<file path="src/rtl/iobuf_bank.sv">
// N-channel level-shifter buffer controller: break-before-make direction
// sequencing, open-drain emulation, input synchroniser, sticky contention.
module iobuf_bank #(
  parameter int CHANNELS      = 5,
  parameter int SETTLE_CYCLES = 4,
  parameter int CONT_CYCLES   = 8,
  parameter int SYNC_STAGES   = 2
) (
  input  logic                clock,
  input  logic                reset,
  input  logic [CHANNELS-1:0] dir,
  input  logic [CHANNELS-1:0] od,
  input  logic [CHANNELS-1:0] dout,
  output logic [CHANNELS-1:0] din,
  output logic [CHANNELS-1:0] busy,
  output logic [CHANNELS-1:0] contention,
  input  logic [CHANNELS-1:0] cont_clear,
  output logic                irq,
  output logic [CHANNELS-1:0] bufdir,
  output logic [CHANNELS-1:0] bufod,
  output logic [CHANNELS-1:0] pin_oe,
  output logic [CHANNELS-1:0] pin_out,
  input  logic [CHANNELS-1:0] pin_in
);

  localparam int SW = $clog2(SETTLE_CYCLES + 1);
  localparam int CW = $clog2(CONT_CYCLES + 1);
  localparam int BW = $clog2(SYNC_STAGES + 1);

  localparam logic [SW-1:0] SETTLE_LD = SW'(SETTLE_CYCLES);
  localparam logic [SW-1:0] S_ONE     = SW'(1);
  localparam logic [CW-1:0] CONT_MAX  = CW'(CONT_CYCLES);
  localparam logic [CW-1:0] CONT_PRE  = CW'(CONT_CYCLES - 1);
  localparam logic [CW-1:0] C_ONE     = CW'(1);
  localparam logic [BW-1:0] BLANK_LD  = BW'(SYNC_STAGES);
  localparam logic [BW-1:0] B_ONE     = BW'(1);

  typedef enum logic [1:0] {
    S_INPUT,
    S_SETTLE_OUT,
    S_OUTPUT,
    S_SETTLE_IN
  } state_t;

  for (genvar g = 0; g < CHANNELS; g++) begin : g_ch
    state_t                 state, state_n;
    logic [SW-1:0]          scnt, scnt_n;
    logic [SYNC_STAGES-1:0] sync_q;
    logic [CW-1:0]          mcnt, mcnt_n;
    logic [BW-1:0]          blank, blank_n;
    logic                   dout_q, od_q;
    logic                   din_s, chg, blanked, mism, inc;
    logic                   cont_q, cont_set;
    logic                   bufdir_q, bufod_q, pin_oe_q;
    logic                   pin_out_q, busy_q;

    always_comb begin
      state_n = state;
      scnt_n  = scnt;
      unique case (state)
        S_INPUT: begin
          if (dir[g]) begin
            state_n = S_SETTLE_OUT;
            scnt_n  = SETTLE_LD;
          end
        end
        S_SETTLE_OUT: begin
          if (!dir[g]) begin
            state_n = S_INPUT;
            scnt_n  = '0;
          end else if (scnt <= S_ONE) begin
            state_n = S_OUTPUT;
            scnt_n  = '0;
          end else begin
            scnt_n = scnt - S_ONE;
          end
        end
        S_OUTPUT: begin
          if (!dir[g]) begin
            state_n = S_SETTLE_IN;
            scnt_n  = SETTLE_LD;
          end
        end
        S_SETTLE_IN: begin
          if (scnt <= S_ONE) begin
            state_n = S_INPUT;
            scnt_n  = '0;
          end else begin
            scnt_n = scnt - S_ONE;
          end
        end
        default: begin
          state_n = S_INPUT;
          scnt_n  = '0;
        end
      endcase
    end

    // Mismatches are ignored while a dout/od change is still in flight
    // through the synchroniser.
    always_comb begin
      din_s   = sync_q[SYNC_STAGES-1];
      chg     = dout[g] != dout_q;
      blanked = chg || (blank != '0) || (od[g] != od_q);
      mism    = od[g] ? (!dout[g] && din_s)
                      : (din_s != dout[g]);
      inc     = (state == S_OUTPUT) && !blanked && mism;
      if (chg)
        blank_n = BLANK_LD;
      else if (blank != '0)
        blank_n = blank - B_ONE;
      else
        blank_n = '0;
      cont_set = inc && (mcnt == CONT_PRE);
      mcnt_n   = '0;
      if (inc)
        mcnt_n = (mcnt == CONT_MAX) ? mcnt : mcnt + C_ONE;
      if (cont_clear[g] && !cont_set)
        mcnt_n = '0;
    end

    always_ff @(posedge clock) begin
      if (reset) begin
        state     <= S_INPUT;
        scnt      <= '0;
        sync_q    <= '0;
        mcnt      <= '0;
        blank     <= '0;
        dout_q    <= 1'b0;
        od_q      <= 1'b0;
        cont_q    <= 1'b0;
        bufdir_q  <= 1'b0;
        bufod_q   <= 1'b0;
        pin_oe_q  <= 1'b0;
        pin_out_q <= 1'b0;
        busy_q    <= 1'b0;
      end else begin
        state     <= state_n;
        scnt      <= scnt_n;
        sync_q    <= {sync_q[SYNC_STAGES-2:0], pin_in[g]};
        mcnt      <= mcnt_n;
        blank     <= blank_n;
        dout_q    <= dout[g];
        od_q      <= od[g];
        cont_q    <= cont_set | (cont_q & ~cont_clear[g]);
        bufdir_q  <= state_n != S_INPUT;
        pin_oe_q  <= state_n == S_OUTPUT;
        busy_q    <= (state_n == S_SETTLE_OUT)
                  || (state_n == S_SETTLE_IN);
        pin_out_q <= (state_n == S_OUTPUT) && !od[g] && dout[g];
        bufod_q   <= (state_n == S_OUTPUT) && od[g] && dout[g];
      end
    end

    assign din[g]        = sync_q[SYNC_STAGES-1];
    assign contention[g] = cont_q;
    assign bufdir[g]     = bufdir_q;
    assign bufod[g]      = bufod_q;
    assign pin_oe[g]     = pin_oe_q;
    assign pin_out[g]    = pin_out_q;
    assign busy[g]       = busy_q;
  end

  always_ff @(posedge clock) begin
    if (reset)
      irq <= 1'b0;
    else
      irq <= |contention;
  end

endmodule

</file>
<file path="config.mk">
export PLATFORM = sky130hd
export DESIGN_NAME = iobuf_bank
export DESIGN_NICKNAME = d
export VERILOG_FILES = /design/src/rtl/iobuf_bank.sv
export SDC_FILE = /design/constraint.sdc
export NUM_CORES = 1
export LEC_CHECK = 0
export ABC_AREA = 1
export ABC_CLOCK_PERIOD_IN_PS = 1880
export CELL_PAD_IN_SITES_DETAIL_PLACEMENT = 0
export CELL_PAD_IN_SITES_GLOBAL_PLACEMENT = 1
export CORE_UTILIZATION = 40
export DETAILED_ROUTE_END_ITERATION = 8
export GPL_TIMING_DRIVEN = 0
export PLACE_DENSITY_LB_ADDON = 0.05
export SKIP_CTS_REPAIR_TIMING = 1
export SYNTH_ARGS = -nofsm -noshare
export SYNTH_HDL_FRONTEND = slang
export SYNTH_SLANG_ARGS = --single-unit
</file>
<file path="constraint.sdc">
create_clock -name clock -period 1.88 [get_ports clock]
set_clock_uncertainty 0.2 [all_clocks]
set_input_delay 0.188 -clock clock [delete_from_list [all_inputs] [get_ports clock]]
set_output_delay 0.188 -clock clock [all_outputs]
set_load 0.005 [all_outputs]
</file>
---- After elaboration in Yosys (flattened, before gate mapping) ----
Cells that the tools add are included.
word-level totals
  bits in registers ....................... 106
  bits of input ports ..................... 27
  output and inout port bits .............. 36
  word-level logic and storage cells ...... 362
operators by class
  $add $sub $neg .......................... 15
  order comparisons ....................... 5
  eq/ne operators ......................... 65
  muxes and demuxes ....................... 70
  bitwise logic cells ..................... 25
  reduce and logical (&&, ||, !) cells .... 111
operator list
  cell                 count
  $mux 2               35
  $mux 3               20
  $pmux 3 s4           5
  $logic_and 1x1->1    45
  $eq 2x2->1 const B   20
  $pmux 2 s4           5
  $reduce_or 3->1      10
  $add 4x1->4 const B  5
  $eq 2x1->1 const B   10
  $eq 4x3->1 const B   5
  $eq 4x4->1 const B   5
  $logic_not 1->1      20
  $ne 2x2->1 const B   10
  $reduce_bool 2->1    10
  $le 3x1->1 const B   5
  $logic_or 1x1->1     15
  $ne 1x1->1           15
  $not 1->1            15
  $sub 3x1->3 const B  5
  $logic_not 2->1      5
  $reduce_and 2->1     5
  $sub 2x1->2 const B  5
  $and 1x1->1          5
  $mux 1               5
  other kinds (2)      6

---- Longest topological paths before layout ----
Gate-level depths: netlist (run 1).
  depth after elaboration ................. 10
  mapped depth ............................ 9
  mapped depth without buffers ............ 9

---- Worst setup path before layout (run 1) ----
OpenSTA, ideal clock, no wires.
  kind .................................... register -> register
  start ................................... register g_ch[0].scnt[0]
  end ..................................... register g_ch[0].scnt[2]
  arrival ................................. 1074 ps
  path slack .............................. 491 ps
  stages on the path, launching flop included .. 6
  path through ............................ dfxtp_1 > inv_1 > ha_1 > or2_2 > a21oi_1 > nor2_1
between the ends
  longest elaborated chain between the ends .. 4
  elaborated cells between the ends (all ways) .. 5
ends and longest elaborated chain
  element                                           line    source
  start: declaration                                47      logic [SW-1:0] scnt, scnt_n;
  start signal: assignment                          139     scnt <= scnt_n;
  $sub 3x1->3 / $le 3x1->1 (equally long branches)  --
  $mux 3 *                                          71, 85
  $mux 3                                            68      if (!dir[g]) begin
  $pmux 3 s4 *                                      60      unique case (state)
Every way passes the cells marked *; elsewhere a longest branch is shown, timed or not.
A chain may end at the register's enable or synchronous reset.

---- Worst setup path in the final report (run 1) ----
  start ................................... register g_ch[0].cont_q
  end ..................................... output port contention[0]
RTL lines
  element                   line  source
  start: declaration        53    logic cont_q, cont_set;
  start signal: assignment  145   cont_q <= cont_set | (cont_q & ~cont_clear[g]);
  end: declaration          16    output logic [CHANNELS-1:0] contention,
No word-level cell between the ends.

==> flow_metrics.py, run 1 <==
metrics = {
    "run_status": {
        "status": "finished, final reports clean",
    },
    "timing": {
        "tightestPinTransition_ns": 0.274,
        "hold_viol_final": 0,
        "setup_violations": 0,
        "maxSlewHeadroom_pct": 81.5,
        "min_period_ns": 1.80,
        "rsz0062_at_grt": "false",
        "slew_violations": 0,
        "worst_slack_ns": 0.0823,
        "max_freq_ghz": 0.556,
        "post-route-period-util_pct": 95.6,
    },
    "worst_setup_path": {
        "crit_path_end_kind": "primary output",
        "path_class": "reg -> out",
        "startpoint_type": "flop",
        "max_stage_delay_ns": 0.49,
        "path_max_fanout": 3,
        "arrival_ns": 1.41,
        "required_ns": 1.49,
        "critPathTopFamily": "buffers and inverters",
        "cp_slowest_cell": "clkdlybuf4s50_1",
        "crit_chain": "buf_4 -> clkdlybuf4s50_1",
        "cp.buffers_inverters": 2,
    },
    "route": {
        "wirelength_mm": 9.78,
        "drtIter0Drc": 145,
        "ant_nets": 0,
        "wl_per_cell_um": 11.1,
        "dr.pass1.iters": 4,
        "drc_errors": 0,
        "via_per_inst": 4.53,
        "vias": 3973,
    },
    "placement": {
        "post-dp-hpwl_mm": 7.40,
        "io_buffer_count": 61,
        "place_ws_ns": -0.0468,
        "gp_congestion": 0.780,
    },
    "power": {
        "p_per_area_nw_per_um2": 821,
        "power_mw": 4.91,
        "power_leakage_nw": 2.76,
        "peakVddDrop_mv": 0.386,
    },
    "cells_and_area": {
        "nFillCells": 1200,
        "regArea_um2": 2120,
        "final_cell_mix": "107 x nand2_1, 107 x inv_1, 106 x dfxtp_1",
        "multiInputGateArea_um2": 2050,
        "antenna_cells": 0,
        "area_growth_pct": 21.5,
        "layout.nets": 779,
        "layout-drive-gt1-share_pct": 11.8,
    },
    "floorplan": {
        "dieArea_um2": 12700,
        "die_w_um": 113,
        "dieHeight_um": 113,
        "pin_count": 63,
        "core-area_um2": 12000,
        "start_util_pct": 40.9,
        "rows": 40,
    },
    "grt": {
        "grtUsageTotal_pct": 16.4,
        "grt_pass1_vias": 3721,
        "grt_max_degree": 15,
        "grt_pass1_wl_mm": 16.3,
        "antenna_found_initial": 0,
        "grt_remaining_overflow": 0,
    },
    "synthesis": {
        "synth_cell_types": 29,
        "syn_nets": 706,
        "ys_ff_latch": 106,
        "synth_cells": 654,
        "yosysWarningCount": 0,
        "synth.avg_cell_area_um2": 7.52,
        "synth_seq_area_share_pct": 43.2,
        "synth_area_um2": 4920,
    },
    "clock_network": {
        "cts_sinks": 106,
        "numCtsBuffers": 9,
        "cts_max_level": 3,
        "cts_tree": "yes",
        "clock_tree.buffer_depth": 2,
        "cts_root_buf": "clkbuf_16",
        "clock_latency_ns": 0.34,
        "clk_pin_slew_worst_paths_ns": 0.06,
    },
    "run": {
        "drv_cap": 0,
    },
    "worst_hold_path": {
        "hold_path.class": "in -> reg",
    },
}
-- worst register-to-register path, delay by kind of cell (launching register included) --
family                     cells  cell delay (ns)
and+or+nand+nor                4             0.53
adders and majority gates      1             0.14
DFF                            1             0.33
buffers and inverters          2             0.11
AOI/OAI and AO/OA              1             0.13
-- path summary, 6_finish.rpt --
| path | start | to | slack (ns) | depth (start not counted) |
|---|---|---|---|---|
| setup / recovery | g_ch[0].cont_q | contention[0] | 0.08 | 2 |
| hold / removal | pin_in[0] | g_ch[0].sync_q[0] | 0.15 | 3 |
| setup reg to reg | g_ch[3].scnt[1] | g_ch[3].pin_out_q | 0.37 | 8 |
| hold reg to reg | g_ch[0].sync_q[0] | g_ch[0].sync_q[1] | 0.20 | 2 |
-- report_power, final --
part | switching, mW | internal [mW]
Sequential | 0.0708 | 2.38
Combinational | 0.404 | 0.364
Clock | 0.769 | 0.923
-- synth_stat cells --
cell	instances	share of area (%)
inv_1	107	8.2
nand2_1	107	8.2
dfxtp_1	106	43
nor2_1	94	7.2
nand3_1	46	4.7
buf_4	36	5.5
a21oi_1	33	3.4
ha_1	25	6.4
o21ai_0	23	2.3
or2_2	11	1.4
xor2_1	10	1.8
nand4_1	6	0.76
nor2_2	6	0.76
buf_2	5	0.51
nand3b_1	5	0.76
nor3_1	5	0.51
nor4_1	5	0.64
nand2_2	4	0.51
buf_6	3	0.69
inv_2	3	0.23
nand4_2	3	0.76
nand3_2	2	0.41
o211ai_1	2	0.31
o21ai_1	2	0.20
nor2_4	1	0.23
o21ai_2	1	0.18
o21bai_1	1	0.15
or2_0	1	0.13
or2_4	1	0.18
-- layer usage --
metal	wire [µm]	up-vias	GRT usage [%]
li1	-	2142	-
met3	366	14	3.32
met2	4410	62	28.6
met5	0	-	0
met4	199	0	7.89
met1	4800	1755	19.4
-- registers in the layout (all words and copies together) (netlist names) --
signal	flops
g_ch.mcnt	20
g_ch.scnt	15
g_ch.pin_out_q	5
g_ch.busy_q	5
g_ch.bufod_q	5
g_ch.sync_q	10
g_ch.od_q	5
g_ch.blank	10
g_ch.cont_q	5
irq	1
g_ch.bufdir_q	5
g_ch.state	10
g_ch.dout_q	5
g_ch.pin_oe_q	5
-- through the flow --
step	cells	util (%)	instance area, µm²	setup TNS, ns	hold slack (ns)
detailed placement	862	47.6	5710	-0.387	0.195
CTS	876	49.7	5970	0	-0.102
finish	877	49.8	5980	0	0.154
floorplan	654	-	4920	0	0.0950
global route	877	49.8	5980	0	0.180
global placement	862	47.6	5710	-0.140	0.190
-- kinds of logic (layout without fill, tap and decap cells) --
group | after synthesis | after routing | share of synthesized area, %
and+or+nand+nor | 297 | 297 | 27.1
xor gates and xnor gates | 10 | 10 | 1.78
buffers and inverters | 154 | 230 | 15.1
DFF | 106 | 106 | 43.2
adders and majority gates | 25 | 25 | 6.36
AOI/OAI and AO/OA | 62 | 62 | 6.54
-- cell type report --
class,count,area share [%]
buffer,44,5.51
timing repair buffer,62,10.4
clock buffer,14,4.25
inverter,110,6.91
sequential,106,35.5
multi-input combinational,394,34.4
tap,147,3.08
Note: power is estimated with default switching activity, not from simulation.
==> run 2, diff against run 1 <==
Settings changed: PLACE_DENSITY set to 0.9, PLACE_DENSITY_LB_ADDON 0.05 to unset, SLEW_MARGIN set to 25.
==> flow_metrics.py, run 2 (synthesis gave the netlist of run 1 again) <==
metrics = {
    "timing": {
        "rsz0062_at_grt": "false",
        "tightestPinTransition_ns": 0.267,
        "max_freq_ghz": 0.563,
        "slew_violations": 0,
        "maxSlewHeadroom_pct": 82.0,
        "post-route-period-util_pct": 94.5,
        "min_period_ns": 1.78,
        "setup_violations": 0,
        "hold_viol_final": 0,
    },
    "worst_setup_path": {
        "path_class": "reg -> out",
        "ff2ff_setup_slack_ns": 0.39,
        "crit_path_end_kind": "primary output",
        "arrival_ns": 1.39,
        "ff2ff_path_depth": 8,
        "startpoint_type": "flop",
        "r2r_end": "g_ch[3].bufod_q",
        "required_ns": 1.49,
        "path_max_fanout": 3,
        "r2r-start": "g_ch[3].scnt[1]",
    },
    "floorplan": {
        "dieHeight_um": 113,
        "core-area_um2": 12000,
        "rows": 40,
        "dieArea_um2": 12700,
        "die_w_um": 113,
        "pin_count": 63,
        "start_util_pct": 40.9,
    },
    "route": {
        "via_per_inst": 4.69,
        "ant_nets": 0,
        "vias": 4119,
        "drtIter0Drc": 216,
        "drc_errors": 0,
        "wl_per_cell_um": 11.3,
        "dr.pass1.iters": 7,
        "wirelength_mm": 9.95,
    },
    "cells_and_area": {
        "utilization_pct": 50.1,
        "antenna_cells": 0,
        "reg.largest.list": "g_ch.mcnt: 20 flops, g_ch.scnt: 15 flops",
        "area_growth_pct": 22.5,
        "stdcell_count": 879,
        "top_register": "g_ch.mcnt",
        "layout.nets": 779,
        "layout-drive-gt1-share_pct": 12.6,
        "final_cell_mix": "107 x nand2_1, 107 x inv_1, 106 x dfxtp_1",
        "nFillCells": 1160,
        "largest_register_ffs": 20,
    },
    "grt": {
        "grt_max_degree": 18,
        "grt_remaining_overflow": 0,
        "antenna_found_initial": 0,
        "grt_pass1_wl_mm": 17.0,
        "grt_pass1_vias": 3868,
        "grtUsageTotal_pct": 16.7,
    },
    "clock_network": {
        "clock_tree.buffer_depth": 2,
        "cts_sinks": 106,
        "numCtsBuffers": 9,
        "cts_root_buf": "clkbuf_16",
        "clk_pin_slew_worst_paths_ns": 0.07,
        "cts_max_level": 3,
        "cts_tree": "yes",
        "clock_latency_ns": 0.35,
    },
    "placement": {
        "gp_congestion": 0.813,
        "io_buffer_count": 61,
        "post-dp-hpwl_mm": 7.56,
        "dp.cells": 862,
    },
    "power": {
        "p_per_area_nw_per_um2": 845,
        "peakVddDrop_mv": 0.487,
        "power_leakage_nw": 2.78,
    },
    "worst_hold_path": {
        "hold_path.class": "in -> reg",
        "holdPathStages": 3,
        "hold_end": "g_ch[0].sync_q[0]",
        "timing.hold.worst.start": "pin_in[0]",
    },
    "run": {
        "drv_cap": 0,
    },
    "run_status": {
        "status": "finished, final reports clean",
    },
}
[run 2: cell types whose count changed in the layout (fill, tap and decap cells not counted)]
cell	previous run	this run
clkbuf_1	4	0
clkinv_4	0	2
inv_6	0	1
clkinvlp_4	0	1
clkbuf_8	1	3
[run 2: metrics by stage]
step                setup WS (ns)  total power, mW  area (µm²)  TNS (ns)  hold slack [ns]
floorplan                   0.491             2.99        4920         0           0.0950
global placement          -0.0355             3.25        5710    -0.213            0.190
detailed placement        -0.0855             3.27        5710    -0.798            0.193
CTS                        0.0844             5.15        6010         0           -0.106
global route               0.0325             5.33        6020         0            0.162
finish                      0.103             5.09        6020         0            0.154
[run 2: per-layer routing]
layer  share of wire [%]  wire length, µm  up-vias  GRT usage, %
met5                   0                0        -             0
met4                 1.3              127        0          5.44
met1                  47             4650     1888          20.2
met3                 4.4              436       11          3.64
li1                    -                -     2153             -
met2                  48             4730       67          29.5
[run 2: cell type report]
cell class	instances	area (µm²)	share of cell area, %
clock buffer	12	267	4.43
clock inverter	4	33.8	0.561
buffer	44	329	5.46
inverter	110	413	6.86
timing repair buffer	62	621	10.3
multi-input combinational	394	2050	34.1
tap	147	184	3.05
sequential	106	2120	35.2
[run 2: worst max-delay path, cell delays in order (launching register included)]
cell             delay (ns)
dfxtp_1                0.41
buf_4                  0.14
clkdlybuf4s50_1        0.49
[run 2: worst max path at each step]
| stage | from | endpoint | slack, ns | cells past startpoint |
|---|---|---|---|---|
| global placement | dout[2] | g_ch[2].mcnt[3] | -0.04 | 8 |
| global route | g_ch[0].cont_q | contention[0] | 0.03 | 2 |
| detailed placement | dout[2] | g_ch[2].mcnt[0] | -0.09 | 8 |
| floorplan | g_ch[0].scnt[0] | g_ch[0].scnt[2] | 0.49 | 5 |
| finish | g_ch[0].cont_q | contention[0] | 0.10 | 2 |
| CTS | g_ch[0].cont_q | contention[0] | 0.08 | 2 |
[run 2: where the power goes]
| group | switching (mW) | total [mW] | internal [mW] | leakage [nW] |
|---|---|---|---|---|
| logic | 0.411 | 0.775 | 0.364 | 1.77 |
| clock network | 0.848 | 1.87 | 1.02 | 0.145 |
| registers | 0.0712 | 2.45 | 2.38 | 0.868 |
| total | 1.33 | 5.09 | 3.76 | 2.78 |
==> run 3, diff against run 2 <==
Settings changed: ABC_CLOCK_PERIOD_IN_PS 1880 to 1900.
Clock period 1.88 ns to 1.9 ns, I/O delays scaled along.
==> results of run 3 <==
The final DEF is identical to that of run 2. Status: finished, final reports clean.
Among the figures that moved: setup slack after placement -0.0855 ns -> -0.0675 ns; setup slack after layout 0.103 ns -> 0.121 ns; hold slack 0.154 ns -> 0.156 ns; register-to-register setup slack 0.39 ns -> 0.41 ns; total power 5.09 mW -> 5.03 mW; worst IR drop on VDD 0.487 mV -> 0.481 mV
